`src/rtl/e203_tcm_marb_ctrl_if.sv`:
```
// ICB master-side bundle for the TCM arbiter: NUM_MST packed command/response channels.
interface e203_tcm_marb_ctrl_if #(
  parameter int unsigned NUM_MST = 3,
  parameter int unsigned DW      = 32,
  parameter int unsigned MW      = DW / 8,
  parameter int unsigned AW      = 16
);
  logic [NUM_MST-1:0]    cmd_valid;
  logic [NUM_MST-1:0]    cmd_ready;
  logic [NUM_MST*AW-1:0] cmd_addr;
  logic [NUM_MST-1:0]    cmd_read;
  logic [NUM_MST*DW-1:0] cmd_wdata;
  logic [NUM_MST*MW-1:0] cmd_wmask;
  logic [NUM_MST-1:0]    rsp_valid;
  logic [NUM_MST-1:0]    rsp_ready;
  logic [NUM_MST-1:0]    rsp_err;
  logic [DW-1:0]         rsp_rdata;

  modport master (
    output cmd_valid, cmd_addr, cmd_read, cmd_wdata, cmd_wmask, rsp_ready,
    input  cmd_ready, rsp_valid, rsp_err, rsp_rdata
  );

  modport slave (
    input  cmd_valid, cmd_addr, cmd_read, cmd_wdata, cmd_wmask, rsp_ready,
    output cmd_ready, rsp_valid, rsp_err, rsp_rdata
  );
endinterface

```
`src/rtl/e203_tcm_marb_ctrl.sv`:
```
// Multi-master TCM controller: arbitrates ICB masters onto one single-port SRAM
// with a 1-deep response stage, out-of-range error responses and a holdup hint.
module e203_tcm_marb_ctrl #(
  parameter int unsigned NUM_MST  = 3,
  parameter int unsigned DW       = 32,
  parameter int unsigned MW       = DW / 8,
  parameter int unsigned AW       = 16,
  parameter int unsigned AW_LSB   = 2,
  parameter int unsigned RAM_AW   = 14,
  parameter int unsigned ARB_MODE = 0,
  parameter int unsigned HOLD_MST = 2
) (
  input  logic                clk,
  input  logic                rst_n,
  input  logic                tcm_cgstop,
  input  logic                test_mode,
  e203_tcm_marb_ctrl_if.slave i_icb,
  output logic                holdup,
  output logic                tcm_active,
  output logic                ram_cs,
  output logic                ram_we,
  output logic [RAM_AW-1:0]   ram_addr,
  output logic [MW-1:0]       ram_wem,
  output logic [DW-1:0]       ram_din,
  input  logic [DW-1:0]       ram_dout,
  output logic                ram_clk_en
);

  localparam int unsigned IW  = (NUM_MST > 1) ? $clog2(NUM_MST) : 1;
  localparam int unsigned WAW = AW - AW_LSB;

  // Modulo-NUM_MST increment used for the round-robin search and pointer update.
  function automatic logic [IW-1:0] wrap_idx(input logic [IW-1:0] base, input int unsigned ofs);
    int unsigned s;
    s = 32'(base) + ofs;
    if (s >= NUM_MST) s = s - NUM_MST;
    return IW'(s);
  endfunction

  logic [IW-1:0]      rr_ptr;
  logic               rsp_pend;
  logic [IW-1:0]      rsp_owner;
  logic               rsp_err_q;
  logic               rsp_rd;
  logic               rsp_first;
  logic [DW-1:0]      rsp_hold;
  logic               holdup_r;

  logic [NUM_MST-1:0] grant;
  logic [IW-1:0]      gnt_idx;
  logic               gnt_any;
  logic [IW-1:0]      arb_start;
  logic [IW-1:0]      arb_idx;

  logic [AW-1:0]      sel_addr;
  logic               sel_read;
  logic [DW-1:0]      sel_wdata;
  logic [MW-1:0]      sel_wmask;
  logic [WAW-1:0]     sel_word;
  logic               in_range;

  logic               rsp_hs;
  logic               slot_free;
  logic               accept;
  logic [DW-1:0]      rdata_c;
  logic               unused_lsb;

  // Grant: lowest index in fixed mode, first requester at/after rr_ptr in round-robin mode.
  always_comb begin
    grant     = '0;
    gnt_idx   = '0;
    gnt_any   = 1'b0;
    arb_idx   = '0;
    arb_start = (ARB_MODE == 1) ? rr_ptr : '0;
    for (int unsigned k = 0; k < NUM_MST; k++) begin
      arb_idx = wrap_idx(arb_start, k);
      if (!gnt_any && i_icb.cmd_valid[arb_idx]) begin
        gnt_any = 1'b1;
        gnt_idx = arb_idx;
      end
    end
    if (gnt_any) grant = NUM_MST'(1) << gnt_idx;
  end

  // Command fields of the granted master.
  always_comb begin
    sel_addr  = '0;
    sel_read  = 1'b0;
    sel_wdata = '0;
    sel_wmask = '0;
    for (int unsigned i = 0; i < NUM_MST; i++) begin
      if (grant[i]) begin
        sel_addr  = i_icb.cmd_addr[i*AW +: AW];
        sel_read  = i_icb.cmd_read[i];
        sel_wdata = i_icb.cmd_wdata[i*DW +: DW];
        sel_wmask = i_icb.cmd_wmask[i*MW +: MW];
      end
    end
  end

  assign sel_word   = sel_addr[AW-1:AW_LSB];
  assign unused_lsb = ^sel_addr[AW_LSB-1:0];
  assign in_range   = ((sel_word >> RAM_AW) == '0);

  // A new command may enter when the holding stage is empty or draining this cycle.
  assign rsp_hs          = rsp_pend & i_icb.rsp_ready[rsp_owner];
  assign slot_free       = ~rsp_pend | rsp_hs;
  assign accept          = gnt_any & slot_free;
  assign i_icb.cmd_ready = slot_free ? grant : '0;

  // RAM drive; address/data/mask are zeroed whenever the RAM is not selected.
  assign ram_cs     = accept & in_range;
  assign ram_we     = ram_cs & ~sel_read;
  assign ram_addr   = ram_cs ? sel_word[RAM_AW-1:0] : '0;
  assign ram_wem    = (ram_cs & ~sel_read) ? sel_wmask : '0;
  assign ram_din    = ram_cs ? sel_wdata : '0;
  assign ram_clk_en = ram_cs | tcm_cgstop | test_mode;
  assign tcm_active = (|i_icb.cmd_valid) | rsp_pend;
  assign holdup     = holdup_r;

  // Read data: live RAM output on the first response cycle, held copy while stalled.
  always_comb begin
    rdata_c = '0;
    if (rsp_pend) begin
      if (rsp_first) rdata_c = rsp_rd ? ram_dout : '0;
      else           rdata_c = rsp_hold;
    end
  end

  assign i_icb.rsp_rdata = rdata_c;

  // Response valid/err decoded one-hot from the pending owner.
  always_comb begin
    i_icb.rsp_valid = '0;
    i_icb.rsp_err   = '0;
    if (rsp_pend) begin
      i_icb.rsp_valid[rsp_owner] = 1'b1;
      i_icb.rsp_err[rsp_owner]   = rsp_err_q;
    end
  end

  // Response holding stage, round-robin pointer and holdup tracking.
  always_ff @(posedge clk or negedge rst_n) begin
    if (!rst_n) begin
      rr_ptr    <= '0;
      rsp_pend  <= 1'b0;
      rsp_owner <= '0;
      rsp_err_q <= 1'b0;
      rsp_rd    <= 1'b0;
      rsp_first <= 1'b0;
      rsp_hold  <= '0;
      holdup_r  <= 1'b0;
    end else begin
      if (accept) begin
        rsp_pend  <= 1'b1;
        rsp_owner <= gnt_idx;
        rsp_err_q <= ~in_range;
        rsp_rd    <= in_range & sel_read;
        rsp_first <= 1'b1;
        rr_ptr    <= wrap_idx(gnt_idx, 1);
      end else begin
        rsp_first <= 1'b0;
        if (rsp_hs) rsp_pend <= 1'b0;
      end
      if (rsp_pend && rsp_first) rsp_hold <= rdata_c;
      if (ram_cs) holdup_r <= (gnt_idx == IW'(HOLD_MST));
    end
  end

endmodule

```
`src/flat_wrapper.sv`:
```
// flat-port wrapper written by rule: the top's interface ports become plain ports
module e203_tcm_marb_ctrl_flat 
#(
  parameter int unsigned NUM_MST  = 3,
  parameter int unsigned DW       = 32,
  parameter int unsigned MW       = DW / 8,
  parameter int unsigned AW       = 16,
  parameter int unsigned AW_LSB   = 2,
  parameter int unsigned RAM_AW   = 14,
  parameter int unsigned ARB_MODE = 0,
  parameter int unsigned HOLD_MST = 2
)
  (clk, rst_n, tcm_cgstop, test_mode, holdup, tcm_active, ram_cs, ram_we, ram_addr, ram_wem, ram_din, ram_dout, ram_clk_en, i_icb_cmd_valid, i_icb_cmd_addr, i_icb_cmd_read, i_icb_cmd_wdata, i_icb_cmd_wmask, i_icb_rsp_ready, i_icb_cmd_ready, i_icb_rsp_valid, i_icb_rsp_err, i_icb_rsp_rdata);
  e203_tcm_marb_ctrl_if #(.NUM_MST(NUM_MST), .DW(DW), .MW(MW), .AW(AW)) i_icb_i ();
  input  logic clk;
  input  logic rst_n;
  input  logic tcm_cgstop;
  input  logic test_mode;
  output logic holdup;
  output logic tcm_active;
  output logic ram_cs;
  output logic ram_we;
  output logic [RAM_AW-1:0] ram_addr;
  output logic [MW-1:0] ram_wem;
  output logic [DW-1:0] ram_din;
  input  logic [DW-1:0] ram_dout;
  output logic ram_clk_en;
  input wire logic [$bits(i_icb_i.cmd_valid)-1:0] i_icb_cmd_valid;
  input wire logic [$bits(i_icb_i.cmd_addr)-1:0] i_icb_cmd_addr;
  input wire logic [$bits(i_icb_i.cmd_read)-1:0] i_icb_cmd_read;
  input wire logic [$bits(i_icb_i.cmd_wdata)-1:0] i_icb_cmd_wdata;
  input wire logic [$bits(i_icb_i.cmd_wmask)-1:0] i_icb_cmd_wmask;
  input wire logic [$bits(i_icb_i.rsp_ready)-1:0] i_icb_rsp_ready;
  output wire logic [$bits(i_icb_i.cmd_ready)-1:0] i_icb_cmd_ready;
  output wire logic [$bits(i_icb_i.rsp_valid)-1:0] i_icb_rsp_valid;
  output wire logic [$bits(i_icb_i.rsp_err)-1:0] i_icb_rsp_err;
  output wire logic [$bits(i_icb_i.rsp_rdata)-1:0] i_icb_rsp_rdata;
  assign i_icb_i.cmd_valid = i_icb_cmd_valid;
  assign i_icb_i.cmd_addr = i_icb_cmd_addr;
  assign i_icb_i.cmd_read = i_icb_cmd_read;
  assign i_icb_i.cmd_wdata = i_icb_cmd_wdata;
  assign i_icb_i.cmd_wmask = i_icb_cmd_wmask;
  assign i_icb_i.rsp_ready = i_icb_rsp_ready;
  assign i_icb_cmd_ready = i_icb_i.cmd_ready;
  assign i_icb_rsp_valid = i_icb_i.rsp_valid;
  assign i_icb_rsp_err = i_icb_i.rsp_err;
  assign i_icb_rsp_rdata = i_icb_i.rsp_rdata;
  e203_tcm_marb_ctrl #(.NUM_MST(NUM_MST), .DW(DW), .MW(MW), .AW(AW), .AW_LSB(AW_LSB), .RAM_AW(RAM_AW), .ARB_MODE(ARB_MODE), .HOLD_MST(HOLD_MST)) u_core (.clk(clk), .rst_n(rst_n), .tcm_cgstop(tcm_cgstop), .test_mode(test_mode), .i_icb(i_icb_i), .holdup(holdup), .tcm_active(tcm_active), .ram_cs(ram_cs), .ram_we(ram_we), .ram_addr(ram_addr), .ram_wem(ram_wem), .ram_din(ram_din), .ram_dout(ram_dout), .ram_clk_en(ram_clk_en));
endmodule
```
`config.mk`:
```
export PLATFORM = sky130hd
export DESIGN_NAME = e203_tcm_marb_ctrl_flat
export DESIGN_NICKNAME = d
export VERILOG_FILES = /design/src/rtl/e203_tcm_marb_ctrl_if.sv /design/src/rtl/e203_tcm_marb_ctrl.sv /design/src/flat_wrapper.sv
export SDC_FILE = /design/constraint.sdc
export NUM_CORES = 1
export LEC_CHECK = 0
export ABC_AREA = 1
export BUFFER_PORTS_ARGS = -buffer_cell sky130_fd_sc_hd__buf_2
export CAP_MARGIN = 20
export CORE_AREA = 10 10 108 110
export CTS_BUF_LIST = sky130_fd_sc_hd__clkbuf_4 sky130_fd_sc_hd__clkbuf_8
export CTS_CLUSTER_SIZE = 8
export DETAILED_ROUTE_END_ITERATION = 12
export DIE_AREA = 0 0 118 120
export MAX_ROUTING_LAYER = met4
export PLACE_DENSITY = 0.71
export SKIP_CTS_REPAIR_TIMING = 1
export SYNTH_ARGS = -nofsm -noshare
export SYNTH_HDL_FRONTEND = slang
export SYNTH_SLANG_ARGS = --single-unit
```
`constraint.sdc`:
```
create_clock -name clk -period 3.2 [get_ports clk]
set_clock_uncertainty 0.15 [all_clocks]
set_input_delay 0.16 -clock clk [delete_from_list [all_inputs] [get_ports clk]]
set_output_delay 0.16 -clock clk [all_outputs]
set_load 0.05 [all_outputs]
```
==> run_results.csv <==
group,metric,value,unit
layout,layout_commonest_cell,"buf_2",
clock_tree,numCtsBuffers,5,
layout,final_nets,1013,
setup_path,rr_worst_depth,5,
timing,finalSetupTns,0,ns
timing,hold_viol_final,16,
timing,fmax,435.2,MHz
setup_path,cp.required,2.89,ns
logic_synthesis,synth-xor-area-share,0,
place,gp_congestion,0.8282,
timing,setup_viol,0,
clock_tree,cts_tree,"built",
clock_tree,htreeDepth,2,
logic_synthesis,synthSimpleGateAreaFrac,0.4208,
timing,rsz0062_at_grt,"false",
floorplan,core,9549,µm²
timing,tightest_slew,0.8634,ns
logic_synthesis,synth_top_area_share,0.3162,
layout,final_util,0.4991,
setup_path,worstPathMaxFanout,19,
clock_tree,clockBufferDepth,2,
logic_synthesis,yosysWarnings,0,
grt,grt_max_degree,65,
floorplan,rows,36,
place,dpl_cell_area,4578,µm²
setup_path,worst_setup_path_end_kind,"primary output",
route,wl,14450,µm
layout,num_antenna_cells,0,
layout,final_cell_area,4766,µm²
logic_synthesis,synth_area_leader_cell,"nand2_1",
logic_synthesis,yosys-mux-area-fraction,0,
floorplan,die_area,14160,µm²
logic_synthesis,synthTopCellsByArea,"nand2_1 (32%), dfrtp_1 (30%), a21oi_1 (13%)",
setup_path,cp.arrival,1.99,ns
logic_synthesis,ys_ff_latch,38,
logic_synthesis,ys_seq_area_frac,0.2989,
timing,slew-limit-headroom,0.4236,
floorplan,ios,297,
route,ant_nets,0,
logic_synthesis,synth.cell_area,3182,µm²
route,drt_iter0_drc,251,
layout,area_delta_synth_final,49.78,%
grt,grt_pass1_wl,22250,µm
logic_synthesis,synth_cell_type_count,23,
clock_tree,clk_latency,0.29,ns
floorplan,initial_core_util,0.3332,
grt,grt_pass1_vias,4151,
power_and_ir_drop,power-per-cell-area,800.3,nW/µm²
grt,grt_usage,0.1962,
route,drc_errors,0,
clock_tree,clock_sinks,38,
route,vias,4296,
min_path,hold_path_depth,3,
outcome,violations,"hold timing",
floorplan,die-width,118,µm
timing,period_share,0.7181,
grt,antenna_found_initial,0,
layout,layout_common_cells,"buf_2 (287), nand2_1 (268), a21oi_1 (82), nor2_1 (42), dfrtp_1 (38)",
place,portBuffers,287,
power_and_ir_drop,leakage,2.850,nW
logic_synthesis,syn_avg_cell_area,5.838,µm²
timing,post-route-min-period,2.298,ns
layout,fill_cells,1064,
route,routedWlPerCell,15.27,µm
setup_path,path_class,"reg -> out",
clock_tree,root_buffer,"clkbuf_8",
run,max_cap_violations,0,
logic_synthesis,synthAdderAreaFrac,0,
grt,grt_remaining_overflow,0,
min_path,hold_path_class,"in -> reg",
logic_synthesis,synth_compound_area_frac,0.1793,
logic_synthesis,syn-instance-count,545,
logic_synthesis,synth_top_family_by_area,"simple AND/OR/NAND/NOR gates",
route,firstDrtPassIters,5,
route,via_per_inst,4.541,
layout,drive_gt1_frac,0.3961,
floorplan,die_h,120,µm
timing,finalMaxSlewViolations,0,
timing,holdWs,-0.01611,ns
clock_tree,clkTransAtPathRegs,0.08,ns
power_and_ir_drop,ir_drop,0.3800,mV
place,hpwl,11560,µm
setup_path,start_kind,"register",
outcome,status,"finished, violations left",
state kept, by name, summed over array words and instances, names as in the netlist:
register and cells:
u_core.rsp_hold 32, u_core.rsp_owner 2, u_core.holdup 1, u_core.rsp_first 1, u_core.rsp_pend 1, u_core.rsp_rd 1
where the power goes:
part | total (W) | switching (W) | leakage (nW) | internal [W]
Combinational | 0.00261 | 0.00203 | 2.27 | 0.000576
Clock | 0.000493 | 0.000180 | 0.0683 | 0.000312
Sequential | 0.000714 | 0.0000852 | 0.513 | 0.000629
critical path, cell delays in order (launching register included):
cell	delay, ns
dfrtp_1	0.37
nand2_1	0.06
inv_1	0.44
buf_4	0.30
nand2_1	0.09
a21oi_1	0.14
buf_2	0.29
synthesized netlist by cell type, drive strengths merged:
cell type	number
clkbuf	13
conb	1
a21oi	82
o21ai	32
inv	16
buf	26
dfrtp	38
nor2	54
clkinv	1
nor3	3
nand3	6
nand2	273
logic make-up after synthesis:
logic type             count (synthesis)
AO/OA/AOI/OAI                        114
flip-flops                            38
buffers and inverters                 56
other                                  1
AND/OR/NAND/NOR                      336
worst paths after layout:
check | startpoint | slack, ns | endpoint
worst max-delay path | u_core.rsp_first | 0.90 | i_icb_rsp_rdata[5]
min in group asynchronous | rst_n | 0.36 | u_core.rsp_hold[23]
worst max register to register | u_core.rsp_first | 1.55 | u_core.rsp_hold[5]
worst min register to register | u_core.rsp_rd | 0.33 | u_core.rsp_rd
max in group asynchronous | rst_n | 2.00 | u_core.rsp_first
worst min-delay path | ram_dout[18] | -0.02 | u_core.rsp_hold[18]
routing by layer:
layer | GRT usage | vias up | share of wire
li1 | - | 2243 | -
met3 | 0.06376 | 20 | 0.093
met4 | 0.05564 | 0 | 0.021
met1 | 0.2218 | 1851 | 0.39
met2 | 0.3270 | 182 | 0.50
met5 | - | - | 0
final cells by class:
| class | instances | area [µm²] | area share |
|---|---|---|---|
| clock buffers | 5 | 68.82 | 0.01444 |
| clock inverters | 3 | 68.82 | 0.01444 |
| inverters | 17 | 66.31 | 0.01391 |
| multi-input cells | 453 | 1921 | 0.4030 |
| flip-flops and latches | 38 | 950.9 | 0.1995 |
| well taps | 133 | 166.4 | 0.03492 |
| repair buffers | 297 | 1524 | 0.3198 |
through the flow:
step / hold slack [ns] / instances / setup WS [ns] / power [W]
5_1_grt: 0.0006680 / 946 / 0.6648 / 0.004067
4_1_cts: -0.1516 / 941 / 0.8664 / 0.003845
3_3_place_gp: 0.1682 / 933 / 1.108 / 0.003327
6_report: -0.01611 / 946 / 0.9021 / 0.003814
2_1_floorplan: -0.2856 / 547 / 1.254 / 0.002749
3_5_place_dp: 0.1767 / 933 / 1.094 / 0.003343
Power figures use the tool's default switching activity.
